File: config.mk
export PLATFORM = sky130hd
export DESIGN_NAME = clk_div_bank
export DESIGN_NICKNAME = d
export VERILOG_FILES = /design/src/rtl/clk_div_bank.sv
export SDC_FILE = /design/constraint.sdc
export NUM_CORES = 1
export LEC_CHECK = 0
export CORE_MARGIN = 2
export CORE_UTILIZATION = 60
export CTS_CLUSTER_DIAMETER = 100
export DETAILED_ROUTE_END_ITERATION = 12
export PLACE_DENSITY = 0.8
export SLEW_MARGIN = 20
export SYNTH_ARGS = -nofsm -noshare
export SYNTH_HDL_FRONTEND = slang
export SYNTH_SLANG_ARGS = --single-unit
File: constraint.sdc
create_clock -name clk_50 -period 4.14 [get_ports clk_50]
set_clock_uncertainty 0.05 [all_clocks]
set_input_delay 0.828 -clock clk_50 [delete_from_list [all_inputs] [get_ports clk_50]]
set_output_delay 0.828 -clock clk_50 [all_outputs]
set_load 0.05 [all_outputs]
File: src/rtl/clk_div_bank.sv
// clk_div_bank: a bank of NUM_CH independent integer clock dividers on clk_50.
// Each channel produces a registered near-50% divided clock (clk_out) and a
// one-cycle enable strobe (clk_en) coincident with that clock's rising edge.
// New divisors land in a per-channel shadow register and are promoted to the
// active divisor only at a period boundary, or at once while the channel is
// stopped, so the divided clock never produces a runt phase.
//
// Write port semantics: div_wr is a single-cycle strobe with no ready. Every
// cycle with div_wr=1 is consumed. It updates shadow[div_sel] and raises
// pending[div_sel] only if div_sel addresses an existing channel and div_val
// is nonzero. Otherwise the write is dropped without any state change.
module clk_div_bank #(
  parameter int NUM_CH      = 2,
  parameter int DIV_W       = 8,
  parameter int DEFAULT_DIV = 2,
  parameter int SEL_W       = 4
) (
  input  logic              clk_50,
  input  logic              reset_n,
  input  logic [NUM_CH-1:0] ch_en,
  input  logic              div_wr,
  input  logic [SEL_W-1:0]  div_sel,
  input  logic [DIV_W-1:0]  div_val,
  output logic [NUM_CH-1:0] clk_out,
  output logic [NUM_CH-1:0] clk_en,
  output logic [NUM_CH-1:0] pending
);

  localparam logic [DIV_W-1:0] ONE_D = DIV_W'(1);
  localparam logic [DIV_W-1:0] DEF_D = DIV_W'(DEFAULT_DIV);

  for (genvar i = 0; i < NUM_CH; i++) begin : g_ch
    localparam logic [SEL_W-1:0] CH_IDX = SEL_W'(i);

    // Registered channel state
    logic [DIV_W-1:0] cnt_q;
    logic [DIV_W-1:0] d_q;
    logic [DIV_W-1:0] shadow_q;
    logic             pend_q;
    logic             out_q;
    logic             en_q;

    // Next-state values
    logic [DIV_W-1:0] cnt_nxt;
    logic [DIV_W-1:0] d_nxt;
    logic [DIV_W-1:0] shadow_nxt;
    logic [DIV_W-1:0] half_nxt;
    logic             pend_nxt;
    logic             out_nxt;
    logic             en_nxt;
    logic             wr_hit;
    logic             boundary;
    logic             apply;

    // A write for this channel is honoured only when it carries a nonzero divisor.
    assign wr_hit   = div_wr && (div_sel == CH_IDX) && (div_val != '0);
    // Last cycle of the current period for the active divisor.
    assign boundary = (cnt_q == (d_q - ONE_D));

    // Next-state logic: counter, divisor promotion and output decode.
    always_comb begin
      cnt_nxt    = '0;
      d_nxt      = d_q;
      shadow_nxt = shadow_q;
      pend_nxt   = pend_q;
      out_nxt    = 1'b0;
      en_nxt     = 1'b0;
      apply      = 1'b0;
      half_nxt   = '0;

      // A stopped channel takes its pending divisor at once; a running one
      // waits for the period boundary. Only the registered pending flag
      // counts, so a write in the boundary cycle waits a full old period.
      if (ch_en[i]) begin
        apply = boundary && pend_q;
      end else begin
        apply = pend_q;
      end

      if (apply) begin
        d_nxt    = shadow_q;
        pend_nxt = 1'b0;
      end

      // A fresh write outranks the clear from a simultaneous apply.
      if (wr_hit) begin
        shadow_nxt = div_val;
        pend_nxt   = 1'b1;
      end

      if (ch_en[i] && !boundary) begin
        cnt_nxt = cnt_q + ONE_D;
      end else begin
        cnt_nxt = '0;
      end

      // The first phase of a new period is decoded with the new divisor.
      half_nxt = d_nxt >> 1;
      if (ch_en[i]) begin
        out_nxt = (cnt_nxt >= half_nxt);
        en_nxt  = (cnt_nxt == half_nxt);
      end
    end

    // State register with synchronous active-low reset.
    always_ff @(posedge clk_50) begin
      if (!reset_n) begin
        cnt_q    <= '0;
        d_q      <= DEF_D;
        shadow_q <= DEF_D;
        pend_q   <= 1'b0;
        out_q    <= 1'b0;
        en_q     <= 1'b0;
      end else begin
        cnt_q    <= cnt_nxt;
        d_q      <= d_nxt;
        shadow_q <= shadow_nxt;
        pend_q   <= pend_nxt;
        out_q    <= out_nxt;
        en_q     <= en_nxt;
      end
    end

    assign clk_out[i] = out_q;
    assign clk_en[i]  = en_q;
    assign pending[i] = pend_q;
  end

endmodule
---- Yosys cells after proc, flatten, opt, wreduce, memory -nomap -nowiden ----
Cells that the tools add are included.
word-level totals
  register bits ........................... 54
  input bits .............................. 17
  output and inout port bits .............. 6
  logic and storage cells ................. 51
cells by class
  add/subtract/negate cells ............... 4
  order comparisons ....................... 2
  equal/unequal tests ..................... 5
  muxes and demuxes ....................... 10
  reduce and logical (&&, ||, !) cells .... 16
operators with widths
  kind                                                  count
  2-to-1 mux 8 bit                                      4
  adder 8 x 1 -> 8 bit (second input constant)          2
  equality test 8 x 7 -> 1 bit                          2
  equality test 8 bit                                   2
  >= comparator 8 x 7 -> 1 bit                          2
  subtractor 8 x 1 -> 8 bit (second input constant)     2
  logical AND 1 bit                                     8
  nonzero test 8 bit                                    1
  2-to-1 mux 1 bit                                      6
  equality test 4 x 1 -> 1 bit (second input constant)  1
  zero test 4 bit                                       1
  AND reduction 2 bit                                   2
  nonzero test 2 bit                                    2
  zero test 1 bit                                       2

---- Longest topological paths before layout ----
Gate-level depths: netlist of the first run.
  depth in word-level cells ............... 6
  depth in mapped cells ................... 16
  gate-level depth less buffers ........... 15

---- Worst setup path before layout of the first run ----
No wires, ideal clock.
  path kind ............................... reg2reg
  start ................................... register g_ch[0].d_q[0]
  end ..................................... register g_ch[0].out_q
  setup time .............................. 0.117 ns
  arrival time ............................ 2.948 ns
  required time ........................... 3.973 ns
  setup slack ............................. 1.024 ns
  stages on the path, launching flop included .. 14
  path buffers ............................ 0
  clock period less this slack ............ 3.116 ns
  cell sequence ........................... dfxtp_1 -> inv_1 -> ha_1 -> o311a_1 -> o31ai_4 -> o211ai_4 -> mux2i_1 -> ha_1 -> nand2b_1 -> a21o_1 -> a21o_1 -> a21oi_1 -> o21ai_0 -> o2bb2ai_1
on the way
  longest elaborated chain between the ends .. 6
  elaborated cells on any way between the ends .. 9
  those cells by class .................... 1 x add/sub; 1 x order compare; 1 x eq/ne; 3 x mux; 3 x reduce/logical
RTL lines
  element                       RTL line  text
  start, declared               37        logic [DIV_W-1:0] d_q;
  start signal, assigned        116       d_q <= d_nxt;
  subtractor 8 x 1 -> 8 bit     58        assign boundary = (cnt_q == (d_q - ONE_D));
  equality test 8 bit           58
  logical AND 1 bit             75        apply = boundary && pend_q;
  2-to-1 mux 1 bit              74        if (ch_en[i]) begin
  2-to-1 mux 8 bit              80        if (apply) begin
  via g_ch[0].d_nxt[1]          45        logic [DIV_W-1:0] d_nxt;
  >= comparator 8 x 7 -> 1 bit  100       out_nxt = (cnt_nxt >= half_nxt);
  end signal, assigned          119       out_q <= out_nxt;
  end, declared                 40        logic out_q;
The timed path passes the listed nets, and every way through them passes these cells.
A chain may end at the register's enable or synchronous reset.

---- Worst setup path in the final report of the first run ----
  start ................................... register g_ch[1].d_q[0]
  end ..................................... register g_ch[1].out_q
on the way
  longest elaborated chain between the ends .. 6
  elaborated cells on any way between the ends .. 9
  those cells by class .................... 1 x add/sub; 1 x order compare; 1 x eq/ne; 3 x mux; 3 x reduce/logical
RTL lines
  element                       RTL line
  start, declared               37
  start signal, assigned        116
  subtractor 8 x 1 -> 8 bit     58
  equality test 8 bit           58
  logical AND 1 bit             75
  2-to-1 mux 1 bit              74
  2-to-1 mux 8 bit              80
  via g_ch[1].d_nxt[1]          45
  >= comparator 8 x 7 -> 1 bit  100
  end signal, assigned          119
  end, declared                 40
The timed path passes the listed nets, and every way through them passes these cells.

==> results.yml, run 1 <==
setup_path:
  rr_startpoint: "g_ch[1].d_q[0]$_SDFFE_PN0N_"
  end_kind: "register"
  r2r-end: "g_ch[1].out_q$_SDFF_PN0_"
  crit_path_start_kind: "register"
  worstPathRequired_ns: 4.30
  path_class: "register to register"
  r2r_setup_slack_ns: 0.67
  reg2regPathDepth: 14
  path_max_fanout: 9
  cp.arrival_ns: 3.63
cts:
  clk_pin_slew_worst_paths_ns: 0.11
  cts_resized: 0
  cts.path.max_buffers: 2
  cts_setup_buffers: 0
  h-tree-depth: 2
  clock_latency_ns: 0.33
  hold_buffers: 0
  cts_buffers: 5
  cts_root_buf: "clkbuf_8"
  cts.sinks: 54
  cts_tree: "yes"
grt:
  grt_pass1_wl_mm: 14.9
  overflow: 0
  use_met2_pct: 38.5
  busiest_layer: "met2"
  grt_util_met1_pct: 38.4
  met3_usage_pct: 4.09
  grt_pass1_vias: 3067
  antenna_found_initial: 0
  grt_max_degree: 61
  track_usage_pct: 25.8
power_and_ir_drop:
  clkPwrFrac_pct: 29.3
  p_total_uw: 1100
  switching_share_pct: 31.1
  cell_internal_pwr_uw: 756
  leakagePower_uw: 0.00154
  power.switching_uw: 341
  p_comb_share_pct: 20.9
  ir_drop_v: 0.000173
  pwr_density_cell_nw_per_um2: 263
  seq_power_share_pct: 49.9
run_status:
  status: "finished, final reports clean"
sta:
  tns_ns: 0
  slew_headroom_pct: 37.4
  rsz0062_at_grt: "no"
  hold_viol_final: 0
  whs_ns: 0.451
  tightestPinTransition_ns: 0.939
  period_needed_ns: 3.47
  fmax_mhz: 288
  finalMaxSlewViolations: 0
  setup-violations-final: 0
  post-route-period-util_pct: 83.9
detailed_routing:
  wl_mm: 9.14
  drc: 0
  firstDrtPassIters: 5
  final_antenna_net_count: 0
  vias_per_cell: 6.33
  via_count: 3376
  routedWlPerCell_um: 17.1
  drt_iter0_drc: 289
synthesis:
  synthArstFlopShare_pct: 0
  synthesis.area_sq_um: 3940
  syn-num-nets: 488
  seq_area_frac_synth_pct: 27.5
  synth.ff_latch_count: 54
  ys_warn_count: 0
  synth_edf_count: 0
  synth_cell_types: 60
  syn_inst: 453
  synth_area_per_cell_sq_um: 8.69
  synth_flop_cell: "dfxtp_1"
floorplanning:
  dieArea_sq_um: 7220
  num_rows: 29
  die_y_um: 85.0
  io_pins: 23
  die_w_um: 85.0
  initial_core_util_pct: 62.0
  coreArea_sq_um: 6350
min_path:
  hold_start: "g_ch[1].shadow_q[0]$_SDFFE_PN0P_"
  hp-class: "register to register"
  min_path_cells: 2
  min_to: "g_ch[1].shadow_q[0]$_SDFFE_PN0P_"
flow_run:
  cap_violations: 0
finish:
  layout.cells.non_filler: 533
  nets: 490
  drive_above_1_share_pct: 8.99
  antenna_cells: 0
  mostFrequentLayoutCells: "59 x nand2_1, 54 x dfxtp_1, 39 x nor3_1"
  syn2layout_area_growth_pct: 6.20
  mostFrequentLayoutCell: "nand2_1"
place:
  gp_congestion: 0.916
  port_buffers: 22
  dp.cells: 525
  dp_hpwl_mm: 6.85
[worst max path at each step]
stage                           startpoint                        to  slack [ns]  cells past startpoint
6_report       g_ch[1].d_q[0]$_SDFFE_PN0N_  g_ch[1].out_q$_SDFF_PN0_        0.67                     14
3_3_place_gp                      ch_en[0]  g_ch[0].out_q$_SDFF_PN0_        0.77                     11
4_1_cts        g_ch[1].d_q[0]$_SDFFE_PN0N_  g_ch[1].out_q$_SDFF_PN0_        0.68                     14
5_1_grt        g_ch[1].d_q[0]$_SDFFE_PN0N_  g_ch[1].out_q$_SDFF_PN0_        0.43                     14
3_5_place_dp                      ch_en[1]  g_ch[1].out_q$_SDFF_PN0_        0.70                     11
2_1_floorplan  g_ch[0].d_q[0]$_SDFFE_PN0N_  g_ch[0].out_q$_SDFF_PN0_        1.02                     13
[synth_stat cells, drive strengths merged (10+ instances only)]
master	n	share of area, %
a311o	16	4.1
o221ai	14	3.1
ha	18	5.7
mux2i	19	4.8
dfxtp	54	27
clkbuf	10	0.95
nand2	59	5.6
nor3	41	5.6
inv	15	1.4
xor2	16	3.9
nor2	10	1.0
nor2b	12	1.9
xnor2	13	2.9
nand3	26	3.6
buf	24	4.5
[sequential cells by signal, summed over array words and instances (netlist names)]
register and flops:
g_ch.en_q 2, g_ch.shadow_q 16, g_ch.out_q 2, g_ch.cnt_q 16, g_ch.d_q 16, g_ch.pend_q 2
[power by group through the flow]
| stage | Combinational [uW] | Sequential, uW | Clock [uW] |
|---|---|---|---|
| CTS | 228 | 547 | 324 |
| floorplan | 181 | 553 | 0 |
| detailed placement | 228 | 559 | 0 |
| finish | 229 | 547 | 321 |
| global placement | 222 | 559 | 0 |
| global route | 248 | 549 | 345 |
[per-layer routing]
| layer | wire, um | part of all wire (%) |
|---|---|---|
| met1 | 4420 | 48 |
| met2 | 4150 | 45 |
| met4 | 100 | 1.1 |
| met3 | 465 | 5.1 |
| met5 | 0 | 0 |
[worst max-delay path, cell delays in order (launching register included)]
cell and delay [ns]:
dfxtp_1 0.46, inv_1 0.09, ha_1 0.32, nor2_1 0.14, nand4_1 0.10, a31oi_1 0.62
o211ai_4 0.24, mux2i_1 0.25, ha_1 0.27, nand2b_1 0.14, a21o_1 0.17, a21o_1 0.17
a21oi_1 0.13, o21ai_0 0.09, o2bb2ai_1 0.13
[kinds of logic (layout without fill, tap and decap cells)]
kind of cell    after synthesis  after routing  synth area share [%]
xor+xnor                     29             29                  6.84
flops                        54             54                  27.5
mux                          19             19                  4.83
simple gates                190            190                  26.4
buf+inv                      50             53                  6.99
fa+ha+maj                    18             18                  5.72
compound gates               93             93                  21.8
[metrics by stage]
stage / worst slack (ns) / util, % / area, sq um
2_1_floorplan: 1.02 / - / 3940
3_3_place_gp: 0.772 / 64.3 / 4080
3_5_place_dp: 0.697 / 64.3 / 4080
4_1_cts: 0.678 / 65.8 / 4180
5_1_grt: 0.427 / 65.8 / 4180
6_report: 0.665 / 65.8 / 4180
[area by class of cell]
class | instances | area [sq um]
multi-input cells | 349 | 2580
fillers | 523 | 2170
flip-flops and latches | 54 | 1080
repair buffers | 29 | 268
well taps | 77 | 96.3
clock buffers | 6 | 82.6
inverters | 16 | 60.1
clock inverters | 2 | 12.5
Power figures use the tool's default switching activity.
==> run 2, diff against run 1 <==
==> constraint.sdc (replaced) <==
create_clock -name clk_50 -period 3.6 [get_ports clk_50]
set_clock_uncertainty 0.05 [all_clocks]
set_input_delay 0.72 -clock clk_50 [delete_from_list [all_inputs] [get_ports clk_50]]
set_output_delay 0.72 -clock clk_50 [all_outputs]
set_load 0.05 [all_outputs]
==> results.yml, run 2 (synthesized netlist as in run 1, its figures left out) <==
floorplanning:
  die_w_um: 85.0
  io_pins: 23
  die_y_um: 85.0
  dieArea_sq_um: 7220
  initial_core_util_pct: 62.0
  num_rows: 29
  coreArea_sq_um: 6350
finish:
  nets: 495
  drive_above_1_share_pct: 9.98
  final_util_pct: 66.7
  syn2layout_area_growth_pct: 7.60
  mostFrequentLayoutCells: "59 x nand2_1, 54 x dfxtp_1, 39 x nor3_1"
  nFillCells: 507
  final_cell_area_sq_um: 4230
  antenna_cells: 0
  mostFrequentLayoutCell: "nand2_1"
  reg_top3: "g_ch.cnt_q: 16 flops, g_ch.d_q: 16 flops, g_ch.shadow_q: 16 flops"
  layout.cells.non_filler: 538
cts:
  cts_root_buf: "clkbuf_8"
  cts_tree: "yes"
  clock_latency_ns: 0.32
  cts_setup_buffers: 0
  h-tree-depth: 2
  cts_buffers: 5
  cts.path.max_buffers: 2
  cts.sinks: 54
  clk_pin_slew_worst_paths_ns: 0.10
  cts_resized: 0
  hold_buffers: 0
power_and_ir_drop:
  leakagePower_uw: 0.00158
  ir_drop_v: 0.000277
  pwr_density_cell_nw_per_um2: 316
sta:
  hold_viol_final: 0
  post-route-period-util_pct: 93.4
  fmax_mhz: 297
  slew_headroom_pct: 58.3
  tns_ns: 0
  tightestPinTransition_ns: 0.621
  setup-violations-final: 0
  finalMaxSlewViolations: 0
  rsz0062_at_grt: "no"
  period_needed_ns: 3.36
setup_path:
  crit_slowest_cell: "o311a_1"
  cp.arrival_ns: 3.53
  path_buf_inv: 1
  worstPathRequired_ns: 3.77
  path_cells: "inv_1 -> ha_1 -> o311a_1 -> o31ai_4 -> o211ai_4 -> mux2i_1 -> ha_1 -> nand2b_1 -> a21o_1 -> a21o_1 -> a21oi_1 -> o21ai_0 -> o2bb2ai_1"
  critical_path.top_delay_family: "compound AO/OA/AOI/OAI gates"
  path_max_fanout: 8
  path_class: "register to register"
  end_kind: "register"
  max_stage_delay_ns: 0.49
  crit_path_start_kind: "register"
detailed_routing:
  vias_per_cell: 6.61
  wl_mm: 9.83
  drc: 0
  final_antenna_net_count: 0
  drt_iter0_drc: 304
  firstDrtPassIters: 5
  routedWlPerCell_um: 18.3
  via_count: 3557
flow_run:
  cap_violations: 0
grt:
  antenna_found_initial: 0
  grt_max_degree: 51
  grt_pass1_vias: 3291
  track_usage_pct: 28.0
  grt_pass1_wl_mm: 16.4
  overflow: 0
place:
  port_buffers: 22
  dp_hpwl_mm: 7.25
  placed_area_sq_um: 4120
  dp.cells: 530
  gp_congestion: 0.951
min_path:
  hp-class: "register to register"
run_status:
  status: "finished, final reports clean"
## run 2: cell count changes in the layout (fill, tap and decap cells not counted)
cell,previous run,this run
buf_4,7,12
bufinv_16,0,1
clkbuf_8,6,5
clkinvlp_4,1,0
inv_6,0,1
## run 2: report_power, final
part | leakage (uW) | internal [uW] | switching, uW
clock | 0.0000585 | 209 | 222
sequential | 0.000437 | 613 | 18.1
combinational | 0.00109 | 108 | 170
total | 0.00158 | 930 | 410
## run 2: worst paths after layout
| path | start | end | slack, ns | depth (start not counted) |
|---|---|---|---|---|
| hold / removal | g_ch[1].shadow_q[0]$_SDFFE_PN0P_ | g_ch[1].shadow_q[0]$_SDFFE_PN0P_ | 0.45 | 2 |
| setup reg to reg | g_ch[0].d_q[1]$_SDFF_PN1_ | g_ch[0].out_q$_SDFF_PN0_ | 0.24 | 13 |
| setup / recovery | g_ch[0].d_q[1]$_SDFF_PN1_ | g_ch[0].out_q$_SDFF_PN0_ | 0.24 | 13 |
| hold reg to reg | g_ch[1].shadow_q[0]$_SDFFE_PN0P_ | g_ch[1].shadow_q[0]$_SDFFE_PN0P_ | 0.45 | 2 |
## run 2: through the flow
stage / hold WS (ns) / worst slack, ns / total power, uW
2_1_floorplan: 0.407 / 0.484 / 844
3_3_place_gp: 0.419 / 0.360 / 909
3_5_place_dp: 0.434 / 0.274 / 916
4_1_cts: 0.449 / 0.263 / 1330
5_1_grt: 0.481 / 0.0550 / 1390
6_report: 0.446 / 0.236 / 1340
## run 2: layer usage
| metal | part of all wire [%] | vias up | track usage (%) |
|---|---|---|---|
| li1 | - | 1679 | - |
| met3 | 6.9 | 24 | 4.77 |
| met5 | 0 | - | 0 |
| met4 | 2.0 | 0 | 9.09 |
| met2 | 45 | 142 | 43.5 |
| met1 | 47 | 1712 | 39.6 |
## run 2: area by class of cell
cell class / instances / area, sq um / area share, %
inverters: 16 / 60.1 / 1.42
clock inverters: 3 / 43.8 / 1.03
repair buffers: 34 / 305 / 7.21
well taps: 77 / 96.3 / 2.28
flip-flops and latches: 54 / 1080 / 25.5
multi-input cells: 349 / 2580 / 60.9
clock buffers: 5 / 68.8 / 1.63
## run 2: worst min-delay path, stage by stage (launching register included)
cell and delay, ns:
dfxtp_1 0.34, nand2_1 0.05, a21boi_0 0.07
==> run 3, diff against run 2 <==
--- a/config.mk
+++ b/config.mk
@@ -5,11 +5,10 @@
 export SDC_FILE = /design/constraint.sdc
 export NUM_CORES = 1
 export LEC_CHECK = 0
-export CORE_MARGIN = 2
-export CORE_UTILIZATION = 60
+export CORE_UTILIZATION = 25
 export CTS_CLUSTER_DIAMETER = 100
 export DETAILED_ROUTE_END_ITERATION = 12
-export PLACE_DENSITY = 0.8
+export MAX_ROUTING_LAYER = met4
 export SLEW_MARGIN = 20
 export SYNTH_ARGS = -nofsm -noshare
 export SYNTH_HDL_FRONTEND = slang
==> results.yml, run 3 (synthesized netlist as in run 1, its figures left out) <==
detailed_routing:
  drc: 0
  routedWlPerCell_um: 14.8
  via_count: 3438
  vias_per_cell: 5.12
  wl_mm: 9.93
  firstDrtPassIters: 4
  final_antenna_net_count: 0
  drt_iter0_drc: 272
grt:
  grt_pass1_wl_mm: 16.8
  grt_max_degree: 33
  antenna_found_initial: 0
  track_usage_pct: 13.3
  overflow: 0
  grt_pass1_vias: 3299
finish:
  syn2layout_area_growth_pct: 12.4
  final_util_pct: 29.0
  mostFrequentLayoutCell: "nand2_1"
  nFillCells: 1635
  reg_top3: "g_ch.cnt_q: 16 flops, g_ch.d_q: 16 flops, g_ch.shadow_q: 16 flops"
  drive_above_1_share_pct: 9.35
  multiInputGateArea_sq_um: 2580
  seqCellArea_sq_um: 1080
  nets: 495
  antenna_cells: 0
  mostFrequentLayoutCells: "59 x nand2_1, 54 x dfxtp_1, 39 x nor3_1"
floorplanning:
  io_pins: 23
  coreArea_sq_um: 15300
  num_rows: 45
  die_w_um: 127
  die_y_um: 127
  initial_core_util_pct: 25.8
  dieArea_sq_um: 16200
cts:
  cts.sinks: 54
  clock_latency_ns: 0.29
  h-tree-depth: 2
  cts_tree: "yes"
  cts_root_buf: "clkbuf_16"
  hold_buffers: 0
  cts_resized: 0
  cts.path.max_buffers: 2
  cts_buffers: 5
  clk_pin_slew_worst_paths_ns: 0.07
  cts_setup_buffers: 0
setup_path:
  reg2regPathDepth: 15
  worstPathRequired_ns: 3.74
  crit_path_start_kind: "register"
  r2r_setup_slack_ns: 0.31
  r2r-end: "g_ch[1].out_q$_SDFF_PN0_"
  end_kind: "register"
  path_class: "register to register"
  path_max_fanout: 9
  rr_startpoint: "g_ch[1].d_q[0]$_SDFFE_PN0N_"
  cp.arrival_ns: 3.43
sta:
  tns_ns: 0
  hold_viol_final: 0
  period_needed_ns: 3.29
  tightestPinTransition_ns: 0.614
  finalMaxSlewViolations: 0
  slew_headroom_pct: 58.9
  setup-violations-final: 0
  post-route-period-util_pct: 91.5
  fmax_mhz: 304
  rsz0062_at_grt: "no"
place:
  port_buffers: 22
  dp_hpwl_mm: 7.54
  gp_congestion: 0.869
min_path:
  hold_start: "g_ch[1].shadow_q[0]$_SDFFE_PN0P_"
  hp-class: "register to register"
  min_path_cells: 2
  min_to: "g_ch[1].shadow_q[0]$_SDFFE_PN0P_"
run_status:
  status: "finished, final reports clean"
power_and_ir_drop:
  leakagePower_uw: 0.00159
  pwr_density_cell_nw_per_um2: 311
  ir_drop_v: 0.000161
flow_run:
  cap_violations: 0
run 3: cell types whose count changed in the layout (fill, tap and decap cells not counted), sizes merged:
cell	previous run	this run
clkinv	2	1
clkbuf	5	7
inv	16	15
bufinv	1	0
run 3: worst max-delay path by stage:
stage / slack (ns) / cells after the start / to / start
2_1_floorplan: 0.48 / 13 / g_ch[0].out_q$_SDFF_PN0_ / g_ch[0].d_q[0]$_SDFFE_PN0N_
3_3_place_gp: 0.30 / 11 / g_ch[0].out_q$_SDFF_PN0_ / ch_en[0]
4_1_cts: 0.23 / 13 / g_ch[0].out_q$_SDFF_PN0_ / g_ch[0].d_q[1]$_SDFF_PN1_
3_5_place_dp: 0.24 / 13 / g_ch[0].out_q$_SDFF_PN0_ / g_ch[0].d_q[0]$_SDFFE_PN0N_
6_report: 0.31 / 15 / g_ch[1].out_q$_SDFF_PN0_ / g_ch[1].d_q[0]$_SDFFE_PN0N_
5_1_grt: 0.04 / 15 / g_ch[1].out_q$_SDFF_PN0_ / g_ch[1].d_q[0]$_SDFFE_PN0N_
run 3: where the power goes:
group	internal, uW	total, uW	switching [uW]
logic	109	277	168
clock network	255	468	213
registers	613	630	17.3
run 3: per-stage QoR:
stage / power [uW] / worst slack [ns] / hold WS (ns) / instances / area (sq um)
floorplan: 844 / 0.484 / 0.407 / 453 / 3940
global placement: 914 / 0.303 / 0.426 / 663 / 4280
CTS: 1380 / 0.226 / 0.437 / 670 / 4410
finish: 1380 / 0.306 / 0.431 / 671 / 4420
detailed placement: 917 / 0.245 / 0.428 / 663 / 4280
global route: 1440 / 0.0386 / 0.482 / 671 / 4420
run 3: final cells by class:
cell class                      count  area share, %
Inverter                           16           1.36
Timing Repair Buffer               34           6.90
Multi-Input combinational cell    349           58.3
Clock buffer                        7           3.00
Sequential cell                    54           24.4
Tap cell                          211           5.97
run 3: critical path: stages, from the launching register on:
cell	delay, ns
dfxtp_1	0.44
inv_1	0.07
ha_1	0.31
nand4b_1	0.14
o211ai_1	0.09
mux2i_1	0.31
o21ai_1	0.24
o211ai_4	0.21
mux2i_1	0.27
ha_1	0.26
nand2b_1	0.14
a21o_1	0.17
a21o_1	0.16
a21oi_1	0.12
o21ai_0	0.08
o2bb2ai_1	0.12
run 3: per-layer routing:
metal	global-route usage, %	vias up	part of all wire (%)
met5	-	-	0
li1	-	1680	-
met4	5.25	0	1.8
met3	1.76	14	3.0
met1	17.0	1661	49
met2	21.2	83	46
